**src/rtl/arith_order_seq.sv**
```systemverilog
//-----------------------------------------------------------------------------
// arith_order_seq
//
// Initiator side of the arithmetic control handshake. One decoded arithmetic
// instruction is accepted in IDLE and expanded into the full control sequence:
//   clear A -> read operand A into C -> move C to A
//           -> read operand B into C -> move C to B
//           -> order pulse -> wait for answer -> optional C write-back.
// A watchdog covers orders that never answer (add/div overflow abandons the
// order silently). It reports overflow and clears A instead of hanging.
//
// Ports
//   clk, resetn          clock, synchronous active-low reset
//   start_i              accept instruction (sampled in IDLE only)
//   opcode_i[2:0]        0 add, 1 sub, 2 mul, 3 div, 4 and, 5-7 illegal
//   abs_i                operands are taken as absolute values
//   write_back_i         store C to addr_r_i once the answer arrives
//   addr_a_i/b_i/r_i     operand A, operand B and result addresses
//   mem_rd_req_o         level read request, held until mem_ack_i
//   mem_wr_req_o         level write request, held until mem_ack_i
//   mem_addr_o           address of the current request, 0 otherwise
//   mem_ack_i            pulse, memory request complete
//   do_clear_a_o         pulse, clear accumulator A
//   do_mem_to_c_o        pulse, load memory data into C
//   do_move_c_to_a_o     pulse, move C into A
//   do_move_c_to_b_o     pulse, move C into B
//   order_*_o            one order pulse per instruction
//   ctrl_abs_o           captured abs flag, only during the C->A/B moves
//   ac_answer_i          pulse, order complete
//   busy_o               sequencer not in IDLE
//   done_o               normal completion pulse
//   overflow_o           watchdog abort pulse (with do_clear_a_o)
//   illegal_o            illegal opcode rejected
//
// Every output is decoded from registered state only (Moore machine).
//-----------------------------------------------------------------------------
module arith_order_seq #(
    parameter int ADDR_W  = 12,
    parameter int TIMEOUT = 80
) (
    input  logic              clk,
    input  logic              resetn,
    input  logic              start_i,
    input  logic [2:0]        opcode_i,
    input  logic              abs_i,
    input  logic              write_back_i,
    input  logic [ADDR_W-1:0] addr_a_i,
    input  logic [ADDR_W-1:0] addr_b_i,
    input  logic [ADDR_W-1:0] addr_r_i,
    output logic              mem_rd_req_o,
    output logic              mem_wr_req_o,
    output logic [ADDR_W-1:0] mem_addr_o,
    input  logic              mem_ack_i,
    output logic              do_clear_a_o,
    output logic              do_mem_to_c_o,
    output logic              do_move_c_to_a_o,
    output logic              do_move_c_to_b_o,
    output logic              order_add_o,
    output logic              order_sub_o,
    output logic              order_mul_o,
    output logic              order_div_o,
    output logic              order_and_o,
    output logic              ctrl_abs_o,
    input  logic              ac_answer_i,
    output logic              busy_o,
    output logic              done_o,
    output logic              overflow_o,
    output logic              illegal_o
);

    // Counter must hold 0 .. TIMEOUT-1
    localparam int               CNT_W    = $clog2(TIMEOUT + 1);
    localparam logic [CNT_W-1:0] CNT_LAST = CNT_W'(TIMEOUT - 1);

    localparam logic [2:0] OP_ADD = 3'd0;
    localparam logic [2:0] OP_SUB = 3'd1;
    localparam logic [2:0] OP_MUL = 3'd2;
    localparam logic [2:0] OP_DIV = 3'd3;
    localparam logic [2:0] OP_AND = 3'd4;

    typedef enum logic [3:0] {
        S_IDLE,
        S_CLR,
        S_RD_A,
        S_LD_A,
        S_MV_A,
        S_RD_B,
        S_LD_B,
        S_MV_B,
        S_ORDER,
        S_WAIT,
        S_WR,
        S_DONE,
        S_ABORT
    } state_t;

    state_t            r_state;
    state_t            w_next;

    logic [2:0]        r_opcode;
    logic              r_abs;
    logic              r_write_back;
    logic [ADDR_W-1:0] r_addr_a;
    logic [ADDR_W-1:0] r_addr_b;
    logic [ADDR_W-1:0] r_addr_r;
    // An illegal opcode reuses the DONE slot; this flag turns done_o into
    // illegal_o for that single cycle.
    logic              r_illegal;
    logic [CNT_W-1:0]  r_cnt;

    logic              w_accept;
    logic              w_legal;

    assign w_accept = (r_state == S_IDLE) && start_i;
    assign w_legal  = (opcode_i <= OP_AND);

    //-------------------------------------------------------------------------
    // State register
    //-------------------------------------------------------------------------
    always_ff @(posedge clk) begin
        if (!resetn) begin
            r_state <= S_IDLE;
        end else begin
            r_state <= w_next;
        end
    end

    //-------------------------------------------------------------------------
    // Instruction capture. Only a legal start in IDLE loads the fields, so a
    // start during a running sequence or an illegal opcode leaves them alone.
    //-------------------------------------------------------------------------
    always_ff @(posedge clk) begin
        if (!resetn) begin
            r_opcode     <= '0;
            r_abs        <= 1'b0;
            r_write_back <= 1'b0;
            r_addr_a     <= '0;
            r_addr_b     <= '0;
            r_addr_r     <= '0;
            r_illegal    <= 1'b0;
        end else if (w_accept) begin
            r_illegal <= !w_legal;
            if (w_legal) begin
                r_opcode     <= opcode_i;
                r_abs        <= abs_i;
                r_write_back <= write_back_i;
                r_addr_a     <= addr_a_i;
                r_addr_b     <= addr_b_i;
                r_addr_r     <= addr_r_i;
            end
        end
    end

    //-------------------------------------------------------------------------
    // Watchdog counter: zeroed while the order is issued so the first WAIT
    // cycle sees 0, then counts every WAIT cycle.
    //-------------------------------------------------------------------------
    always_ff @(posedge clk) begin
        if (!resetn) begin
            r_cnt <= '0;
        end else if (r_state == S_ORDER) begin
            r_cnt <= '0;
        end else if (r_state == S_WAIT) begin
            r_cnt <= r_cnt + CNT_W'(1);
        end
    end

    //-------------------------------------------------------------------------
    // Next state and Moore output decode
    //-------------------------------------------------------------------------
    always_comb begin
        w_next           = r_state;
        mem_rd_req_o     = 1'b0;
        mem_wr_req_o     = 1'b0;
        mem_addr_o       = '0;
        do_clear_a_o     = 1'b0;
        do_mem_to_c_o    = 1'b0;
        do_move_c_to_a_o = 1'b0;
        do_move_c_to_b_o = 1'b0;
        order_add_o      = 1'b0;
        order_sub_o      = 1'b0;
        order_mul_o      = 1'b0;
        order_div_o      = 1'b0;
        order_and_o      = 1'b0;
        ctrl_abs_o       = 1'b0;
        done_o           = 1'b0;
        overflow_o       = 1'b0;
        illegal_o        = 1'b0;
        busy_o           = (r_state != S_IDLE);

        case (r_state)
            S_IDLE: begin
                if (start_i) begin
                    w_next = w_legal ? S_CLR : S_DONE;
                end
            end

            S_CLR: begin
                do_clear_a_o = 1'b1;
                w_next       = S_RD_A;
            end

            S_RD_A: begin
                mem_rd_req_o = 1'b1;
                mem_addr_o   = r_addr_a;
                if (mem_ack_i) begin
                    w_next = S_LD_A;
                end
            end

            S_LD_A: begin
                do_mem_to_c_o = 1'b1;
                w_next        = S_MV_A;
            end

            S_MV_A: begin
                do_move_c_to_a_o = 1'b1;
                ctrl_abs_o       = r_abs;
                w_next           = S_RD_B;
            end

            S_RD_B: begin
                mem_rd_req_o = 1'b1;
                mem_addr_o   = r_addr_b;
                if (mem_ack_i) begin
                    w_next = S_LD_B;
                end
            end

            S_LD_B: begin
                do_mem_to_c_o = 1'b1;
                w_next        = S_MV_B;
            end

            S_MV_B: begin
                do_move_c_to_b_o = 1'b1;
                ctrl_abs_o       = r_abs;
                w_next           = S_ORDER;
            end

            S_ORDER: begin
                case (r_opcode)
                    OP_ADD:  order_add_o = 1'b1;
                    OP_SUB:  order_sub_o = 1'b1;
                    OP_MUL:  order_mul_o = 1'b1;
                    OP_DIV:  order_div_o = 1'b1;
                    OP_AND:  order_and_o = 1'b1;
                    default: ;
                endcase
                w_next = S_WAIT;
            end

            S_WAIT: begin
                // An answer in the final watchdog cycle still completes
                // normally, so the answer test comes first.
                if (ac_answer_i) begin
                    w_next = r_write_back ? S_WR : S_DONE;
                end else if (r_cnt == CNT_LAST) begin
                    w_next = S_ABORT;
                end
            end

            S_WR: begin
                mem_wr_req_o = 1'b1;
                mem_addr_o   = r_addr_r;
                if (mem_ack_i) begin
                    w_next = S_DONE;
                end
            end

            S_DONE: begin
                done_o    = !r_illegal;
                illegal_o = r_illegal;
                w_next    = S_IDLE;
            end

            S_ABORT: begin
                // Abandoned order: discard the partial result in A.
                do_clear_a_o = 1'b1;
                overflow_o   = 1'b1;
                w_next       = S_IDLE;
            end

            default: begin
                w_next = S_IDLE;
            end
        endcase
    end

endmodule

```
**config.mk**
```make
export PLATFORM = sky130hd
export DESIGN_NAME = arith_order_seq
export DESIGN_NICKNAME = d
export VERILOG_FILES = /design/src/rtl/arith_order_seq.sv
export SDC_FILE = /design/constraint.sdc
export NUM_CORES = 1
export LEC_CHECK = 0
export CORE_MARGIN = 3
export CORE_UTILIZATION = 49
export CTS_BUF_LIST = sky130_fd_sc_hd__clkbuf_16
export DETAILED_ROUTE_END_ITERATION = 6
export GPL_ROUTABILITY_DRIVEN = 1
export PLACE_DENSITY = 0.84
export SYNTH_ARGS = -nofsm -noshare
export SYNTH_HDL_FRONTEND = slang
export SYNTH_SLANG_ARGS = --single-unit
```
**constraint.sdc**
```tcl
create_clock -name clk -period 3.59 [get_ports clk]
set_input_delay 0.359 -clock clk [delete_from_list [all_inputs] [get_ports clk]]
set_output_delay 0.359 -clock clk [all_outputs]
set_load 0.01 [all_outputs]
```
==> impl_metrics.csv, run 1 <==
group,metric,value,unit
route,wire_per_inst,14.5,µm
setup_path,cp-start-kind,"flop",
pwr,combPwrFrac,0.334,
pwr,power.density,552,mW/mm²
sta,worst_pin_slew,0.922,ns
placed_design,numPortBuffers,73,
logic_synthesis,synth_warnings,0,
pwr,p_clk_frac,0.267,
floorplan,dieArea,0.00615,mm²
route,wirelength,6520,µm
clock_tree,clkLatencyLatePin,0.28,ns
clock_tree,clk_path_buf_depth,2,
setup_path,worst-endpoint-required,3.23,ns
route,ant_nets,0,
finish,antenna_cells,0,
sta,min_period,2.94,ns
sta,finalHoldViolCount,0,
clock_tree,post_cts_resized,0,
sta,fin_crit_sh,0.820,
floorplan,start_util,0.524,
logic_synthesis,synth_edf_count,0,
global_route,grtUsageTotal,0.212,
logic_synthesis,synth_nets,363,
pwr,power.share.sequential,0.399,
logic_synthesis,yosys_most_used_dff,"dfxtp_1",
logic_synthesis,synth-seq-cells,53,
floorplan,rows,25,
logic_synthesis,synthTopCellsByArea,"dfxtp_1 41%, nand2_1 12%, a21boi_0 8.2%",
pwr,power.switching,0.645,mW
status,violations,"DRC",
global_route,antenna_found_initial,0,
route,via_count,2421,
logic_synthesis,syn_area,0.00257,mm²
sta,fmax,340,MHz
clock_tree,clkTransAtPathRegs,0.07,ns
global_route,grt_max_degree,46,
setup_path,critPathSlowestCell,"dfxtp_1",
floorplan,fp.dieH,78.4,µm
clock_tree,post_cts_buffers,0,
logic_synthesis,synth_cell_types,48,
finish,drive_gt1_frac,0.0630,
route,drc,1,
sta,report.final.slew_viol_count,0,
floorplan,core_region_area,0.00491,mm²
setup_path,critPathArrivalTime,2.58,ns
route,dr.pass1.iters,7,
finish,utilization,0.713,
finish,nets,428,
sta,fin_setup_tns,0,ns
clock_tree,cts.root.buffer_cell,"clkbuf_16",
finish,seq_area,0.00106,mm²
global_route,grt_pass1_wl,10600,µm
clock_tree,htree_levels,2,
setup_path,path_cells,"nor4bb_2 > buf_4 > a222oi_1 > inv_1 > clkdlybuf4s50_1",
route,viasPerCell,5.40,
finish,area_growth,36.3,%
pwr,total_power,1.93,mW
sta,whs,0.459,ns
sta,setup_viol,0,
status,status,"finished, violations left",
clock_tree,holdBufCountCts,0,
setup_path,end_kind,"output pin",
clock_tree,cts.sinks,53,
logic_synthesis,async_flop_share,0,
placed_design,gp_congestion,0.881,
route,drt_iter0_drc,192,
setup_path,cp_max_fo,16,
pwr,power.leakage,1.33,nW
finish,layout_commonest_cell,"nand2_1",
pwr,p_int,1.29,mW
logic_synthesis,synth_top_cell_area_share,0.413,
global_route,grt_pass1_vias,2302,
sta,rsz0062_at_grt,"no",
pwr,swShare,0.334,
placed_design,place_hpwl,4570,µm
setup_path,path_class,"flop to output pin",
finish,multiInputGateArea,0.00133,mm²
logic_synthesis,synth_largest_area_cell,"dfxtp_1",
finish,final.fill_count,395,
logic_synthesis,syn_inst,316,
finish,final_cell_mix,"83 x nand2_1, 73 x clkdlybuf4s50_1, 53 x dfxtp_1",
pwr,peakVddDrop,379,µV
flow_run,maxCapViolCount,0,
clock_tree,cts_tree,"yes",
worst_hold_path,hold_path_class,"flop to flop",
floorplan,die_x,78.4,µm
logic_synthesis,avgSynthCellArea,8.14,µm²
global_route,grt_overflow_total,0,
logic_synthesis,ys_seq_area_frac,0.413,
setup_path,max_stage_delay,0.71,ns
sta,finalClockSkew,0.00594,ns
floorplan,ioPinCount,74,
clock_tree,numCtsBuffers,5,
sta,slew_headroom,0.382,
[path summary, 6_finish.rpt]
kind	end	cells past startpoint	slack, ns	startpoint
max	mem_addr_o[3]	5	0.65	r_state[0]
max reg2reg	r_cnt[2]	3	1.56	r_state[3]
min reg2reg	r_addr_b[5]	2	0.46	r_addr_b[5]
min	r_addr_b[5]	2	0.46	r_addr_b[5]
[sequential cells by signal, indices dropped and copies added (netlist names), 3 cells and up]
name      count
r_opcode      3
r_cnt         7
r_addr_r     12
r_addr_a     12
r_addr_b     12
r_state       4
[critical path: cells and delay by family (launching register included)]
family | cells | cell delay [ns]
AO/OA/AOI/OAI | 1 | 0.11
buffers and inverters | 3 | 0.92
flip-flops | 1 | 0.71
AND/OR/NAND/NOR | 1 | 0.55
[power by group through the flow]
stage | clock network [mW] | logic [mW] | registers [mW]
after detailed placement | 0 | 0.641 | 0.781
after CTS | 0.526 | 0.645 | 0.768
after global routing | 0.550 | 0.709 | 0.782
after global placement | 0 | 0.624 | 0.776
after floorplan | 0 | 0.450 | 0.740
final | 0.516 | 0.645 | 0.772
[cell type report]
type	count	area share
Clock buffer	5	0.0357
Tap cell	67	0.0239
Clock inverter	2	0.0100
Sequential cell	53	0.303
Timing Repair Buffer	81	0.226
Inverter	20	0.0214
Multi-Input combinational cell	220	0.380
[layer usage]
layer / global-route usage / up-vias / wire length, µm
li1: - / 1223 / -
met1: 0.273 / 1117 / 2840
met2: 0.354 / 72 / 3250
met3: 0.0356 / 9 / 339
met4: 0.0769 / 0 / 89
met5: 0 / - / 0
[logic make-up after synthesis]
kind of cell	Yosys count	synth area share
xor+xnor	7	0.0238
compound gates	77	0.237
buf+inv	43	0.0735
simple gates	134	0.245
fa+ha+maj	1	0.00487
flops	53	0.413
mux	1	0.00389
[metrics by stage]
stage	instance area, µm²	instances	setup slack, ns
2_1_floorplan	2570	316	1.77
3_3_place_gp	3340	441	1.06
3_5_place_dp	3340	441	0.984
4_1_cts	3500	448	0.664
5_1_grt	3500	448	0.480
6_report	3500	448	0.647
[Yosys cell counts, drive strengths merged (4+ instances only)]
master,count
nor3,7
nor2,13
nand2,83
a222oi,12
buf,11
nor4,4
a21oi,6
clkbuf,12
dfxtp,53
nand3,4
inv,20
xor2,5
a21boi,38
a22oi,4
Note: power is estimated with default switching activity, not from simulation.
==> inputs of run 2 (changes only) <==
Settings changed: CORE_UTILIZATION 49 to 47, PLACE_DENSITY 0.84 to 0.81.
Clock period 3.59 ns to 2.9 ns, I/O delays scaled along.
==> impl_metrics.csv, run 2 (synthesis gave the netlist of run 1 again) <==
group,metric,value,unit
sta,setup_viol,0,
clock_tree,cts.root.buffer_cell,"clkbuf_16",
placed_design,dpl_cell_area,0.00336,mm²
clock_tree,numCtsBuffers,5,
sta,fin_crit_sh,0.889,
flow_run,maxCapViolCount,0,
sta,fin_setup_tns,0,ns
setup_path,cp-start-kind,"flop",
global_route,grt_overflow_total,0,
pwr,total_power,2.41,mW
setup_path,rr_endpoint,"r_addr_a[7]",
sta,finalHoldViolCount,0,
placed_design,gp_congestion,0.863,
global_route,antenna_found_initial,0,
clock_tree,cts_tree,"yes",
finish,final_cell_mix,"83 x nand2_1, 73 x clkdlybuf4s50_1, 52 x dfxtp_1",
sta,rsz0062_at_grt,"no",
status,status,"finished clean",
finish,layout_commonest_cell,"nand2_1",
global_route,grt_pass1_wl,11100,µm
route,ant_nets,0,
worst_hold_path,hold_path_class,"flop to flop",
clock_tree,post_cts_buffers,0,
route,drt_iter0_drc,154,
route,met1_length,2850,µm
sta,fmax,388,MHz
route,dr.pass1.iters,5,
sta,finalClockSkew,0.00536,ns
setup_path,cp_max_fo,16,
floorplan,rows,26,
setup_path,r2r_slack,0.97,ns
finish,largestRegisters,"r_addr_a x12, r_addr_b x12, r_addr_r x12",
floorplan,die_x,80.0,µm
clock_tree,cts.sinks,53,
setup_path,critPathArrivalTime,2.29,ns
route,top_layer_used,"met4",
finish,antenna_cells,0,
clock_tree,clkTransAtPathRegs,0.06,ns
sta,report.final.slew_viol_count,0,
floorplan,ioPinCount,74,
global_route,grt_pass1_vias,2440,
finish,nets,430,
placed_design,numPortBuffers,73,
clock_tree,htree_levels,2,
placed_design,place_hpwl,4450,µm
sta,slew_headroom,0.366,
setup_path,worst-endpoint-required,2.61,ns
worst_hold_path,hp-start,"r_addr_b[7]",
finish,utilization,0.676,
route,wire_per_inst,14.3,µm
pwr,peakVddDrop,288,µV
sta,worst_pin_slew,0.943,ns
global_route,grt_max_degree,46,
sta,min_period,2.58,ns
setup_path,critPathSlowestCell,"dfxtp_2",
setup_path,max_stage_delay,0.50,ns
clock_tree,clkLatencyLatePin,0.29,ns
finish,area_growth,36.9,%
pwr,power.density,683,mW/mm²
floorplan,core_region_area,0.00520,mm²
route,dr_wl_met3,410,µm
global_route,grtUsageTotal,0.216,
sta,whs,0.464,ns
clock_tree,clk_path_buf_depth,2,
setup_path,path_cells,"nand2b_1 > nor2_1 > buf_4 > a222oi_1 > inv_1 > clkdlybuf4s50_1",
pwr,power.leakage,1.34,nW
floorplan,dieArea,0.00639,mm²
setup_path,reg2reg_from,"r_state[3]",
setup_path,path_class,"flop to output pin",
worst_hold_path,hold_path_end,"r_addr_b[7]",
floorplan,fp.dieH,80.0,µm
route,viasPerCell,5.44,
finish,final.fill_count,439,
route,drc,0,
finish,final_area,0.00352,mm²
finish,drive_gt1_frac,0.0651,
route,wirelength,6500,µm
setup_path,end_kind,"output pin",
worst_hold_path,hold_depth,2,
setup_path,ff2ff_path_depth,7,
route,met2WireLength,3090,µm
route,via_count,2471,
floorplan,start_util,0.494,
run 2: cell count changes in the layout (fill, tap and decap cells not counted), sizes merged:
| cell | change |
|---|---|
| buf | +2 |
| inv | +1 |
run 2: worst max-delay path, delay by kind of cell, from the launching register on:
family	cells	cell delay [ns]
AOI/OAI and AO/OA	1	0.39
and+or+nand+nor	2	0.34
DFF	1	0.50
buffers and inverters	3	0.78
run 2: layout make-up:
class	instances	area, µm²	share of cell area
Clock buffer	5	125	0.0355
Tap cell	70	87.6	0.0249
Clock inverter	3	37.5	0.0107
Timing Repair Buffer	83	806	0.229
Sequential cell	53	1060	0.302
Inverter	20	75.1	0.0213
Multi-Input combinational cell	220	1330	0.377
run 2: metrics by stage:
stage | std cells | worst slack [ns]
4_1_cts | 454 | 0.162
2_1_floorplan | 316 | 1.15
6_report | 454 | 0.321
3_5_place_dp | 446 | 0.478
3_3_place_gp | 446 | 0.569
5_1_grt | 454 | 0.170
run 2: worst max-delay path by stage:
stage / startpoint / to / slack [ns] / cells after the start
3_3_place_gp: r_state[0] / mem_addr_o[8] / 0.57 / 6
6_report: r_state[0] / mem_addr_o[3] / 0.32 / 6
2_1_floorplan: r_state[3] / order_mul_o / 1.15 / 4
5_1_grt: r_state[0] / mem_addr_o[11] / 0.17 / 6
4_1_cts: r_state[0] / mem_addr_o[0] / 0.16 / 6
3_5_place_dp: r_state[0] / mem_addr_o[0] / 0.48 / 6
run 2: power by group:
part           switching [mW]  internal (mW)
sequential              0.107          0.841
combinational           0.447          0.365
clock                   0.245          0.401
total                   0.799           1.61
run 2: per-layer routing:
metal,up-vias,GRT usage
li1,1230,-
met1,1141,0.267
met2,84,0.367
met3,16,0.0429
met4,0,0.0828
met5,-,0
run 2: timing repair:
item	in CTS	in global routing
setup endpoints to repair	0	1
endpoints found under the hold margin	0	0
gates resized for setup	0	1
hold buffers	0	0
==> inputs of run 3 (changes only) <==
Settings changed: CORE_ASPECT_RATIO from default to 1.4, CORE_UTILIZATION 47 to 33, PLACE_DENSITY 0.81 to 0.61, SKIP_CTS_REPAIR_TIMING from default to 1.
==> impl_metrics.csv, run 3 (synthesis gave the netlist of run 1 again) <==
group,metric,value,unit
clock_tree,cts.sinks,53,
route,drc,0,
worst_hold_path,hold_depth,2,
worst_hold_path,hold_path_end,"r_addr_r[10]",
flow_run,maxCapViolCount,0,
global_route,grt_max_degree,45,
placed_design,place_hpwl,4800,µm
finish,area_growth,38.7,%
route,viasPerCell,5.02,
finish,antenna_cells,0,
worst_hold_path,hold_path_class,"flop to flop",
clock_tree,clk_path_buf_depth,2,
global_route,antenna_found_initial,0,
floorplan,start_util,0.345,
setup_path,rr_endpoint,"r_addr_a[9]",
finish,utilization,0.478,
sta,min_period,2.69,ns
pwr,power.leakage,1.35,nW
global_route,grtUsageTotal,0.153,
route,via_count,2419,
finish,largestRegisters,"r_addr_a x12, r_addr_b x12, r_addr_r x12",
global_route,grt_pass1_wl,11000,µm
finish,final_cell_count_no_fill,482,
setup_path,r2r_slack,0.98,ns
placed_design,placed_cells,474,
worst_hold_path,hp-start,"r_addr_r[10]",
clock_tree,clkTransAtPathRegs,0.07,ns
sta,report.final.slew_viol_count,0,
setup_path,worst-endpoint-required,2.61,ns
clock_tree,htree_levels,2,
setup_path,ff2ff_path_depth,7,
finish,drive_gt1_frac,0.0675,
pwr,power.density,676,mW/mm²
sta,finalHoldViolCount,0,
global_route,grt_overflow_total,0,
sta,rsz0062_at_grt,"no",
placed_design,dpl_cell_area,0.00340,mm²
setup_path,end_kind,"output pin",
route,wire_per_inst,13.8,µm
finish,multiInputGateArea,0.00133,mm²
route,dr.pass1.iters,7,
clock_tree,cts_tree,"yes",
placed_design,numPortBuffers,73,
clock_tree,numCtsBuffers,5,
floorplan,rows,37,
floorplan,dieArea,0.00890,mm²
setup_path,path_class,"flop to output pin",
sta,setup_viol,0,
clock_tree,cts.root.buffer_cell,"clkbuf_16",
finish,nets,431,
sta,fin_setup_tns,0,ns
route,ant_nets,0,
sta,whs,0.455,ns
sta,fmax,372,MHz
finish,final.fill_count,750,
placed_design,gp_congestion,0.876,
setup_path,critPathArrivalTime,2.40,ns
status,status,"finished clean",
sta,fin_crit_sh,0.927,
floorplan,core_region_area,0.00745,mm²
global_route,grt_pass1_vias,2345,
route,wirelength,6640,µm
sta,finalClockSkew,0.00351,ns
pwr,total_power,2.41,mW
sta,slew_headroom,0.371,
route,drt_iter0_drc,171,
setup_path,cp-start-kind,"flop",
floorplan,fp.dieH,110,µm
floorplan,die_x,80.6,µm
clock_tree,clkLatencyLatePin,0.28,ns
sta,setup_slack,0.212,ns
placed_design,post-place-ws,0.517,ns
sta,worst_pin_slew,0.938,ns
finish,final_area,0.00357,mm²
setup_path,cp_max_fo,13,
finish,final_cell_mix,"83 x nand2_1, 73 x clkdlybuf4s50_1, 53 x dfxtp_1",
finish,seq_area,0.00106,mm²
floorplan,ioPinCount,74,
finish,layout_commonest_cell,"nand2_1",
pwr,peakVddDrop,330,µV
setup_path,reg2reg_from,"r_state[0]",
run 3: cell types whose count changed in the layout (fill, tap and decap cells not counted):
cell     change
buf_4        +1
dfxtp_1      +1
dfxtp_2      -1
nor3_1       -1
nor3_2       +1
run 3: critical path: stages (launching register included):
cell	delay, ns
dfxtp_1	0.31
nand2b_1	0.20
nor3_2	0.73
a222oi_1	0.22
inv_1	0.11
clkdlybuf4s50_1	0.54
run 3: layout make-up:
type	count	share of cell area
multi-input combinational	220	0.374
sequential	53	0.298
timing repair buffer	84	0.228
clock buffer	5	0.0351
tap	97	0.0340
inverter	20	0.0211
clock inverter	3	0.0105
run 3: power by group:
part / leakage, nW / total (mW) / internal [mW] / switching, mW
Sequential: 0.431 / 0.920 / 0.839 / 0.0805
Combinational: 0.832 / 0.842 / 0.370 / 0.471
Clock: 0.0826 / 0.647 / 0.401 / 0.246
Total: 1.35 / 2.41 / 1.61 / 0.798
run 3: worst max path at each step:
stage,startpoint,to,cells after the start,slack (ns)
floorplan,r_state[3],order_mul_o,4,1.15
global placement,r_state[3],mem_addr_o[5],6,0.50
detailed placement,r_state[2],mem_addr_o[11],5,0.52
CTS,r_state[3],mem_addr_o[8],6,0.19
global route,r_state[2],mem_addr_o[8],5,0.03
finish,r_state[2],mem_addr_o[8],5,0.21
run 3: layer usage:
layer | GRT usage | routed length, µm
met5 | 0 | 0
met4 | 0.0372 | 70
met3 | 0.0383 | 418
met2 | 0.254 | 3190
met1 | 0.195 | 2970
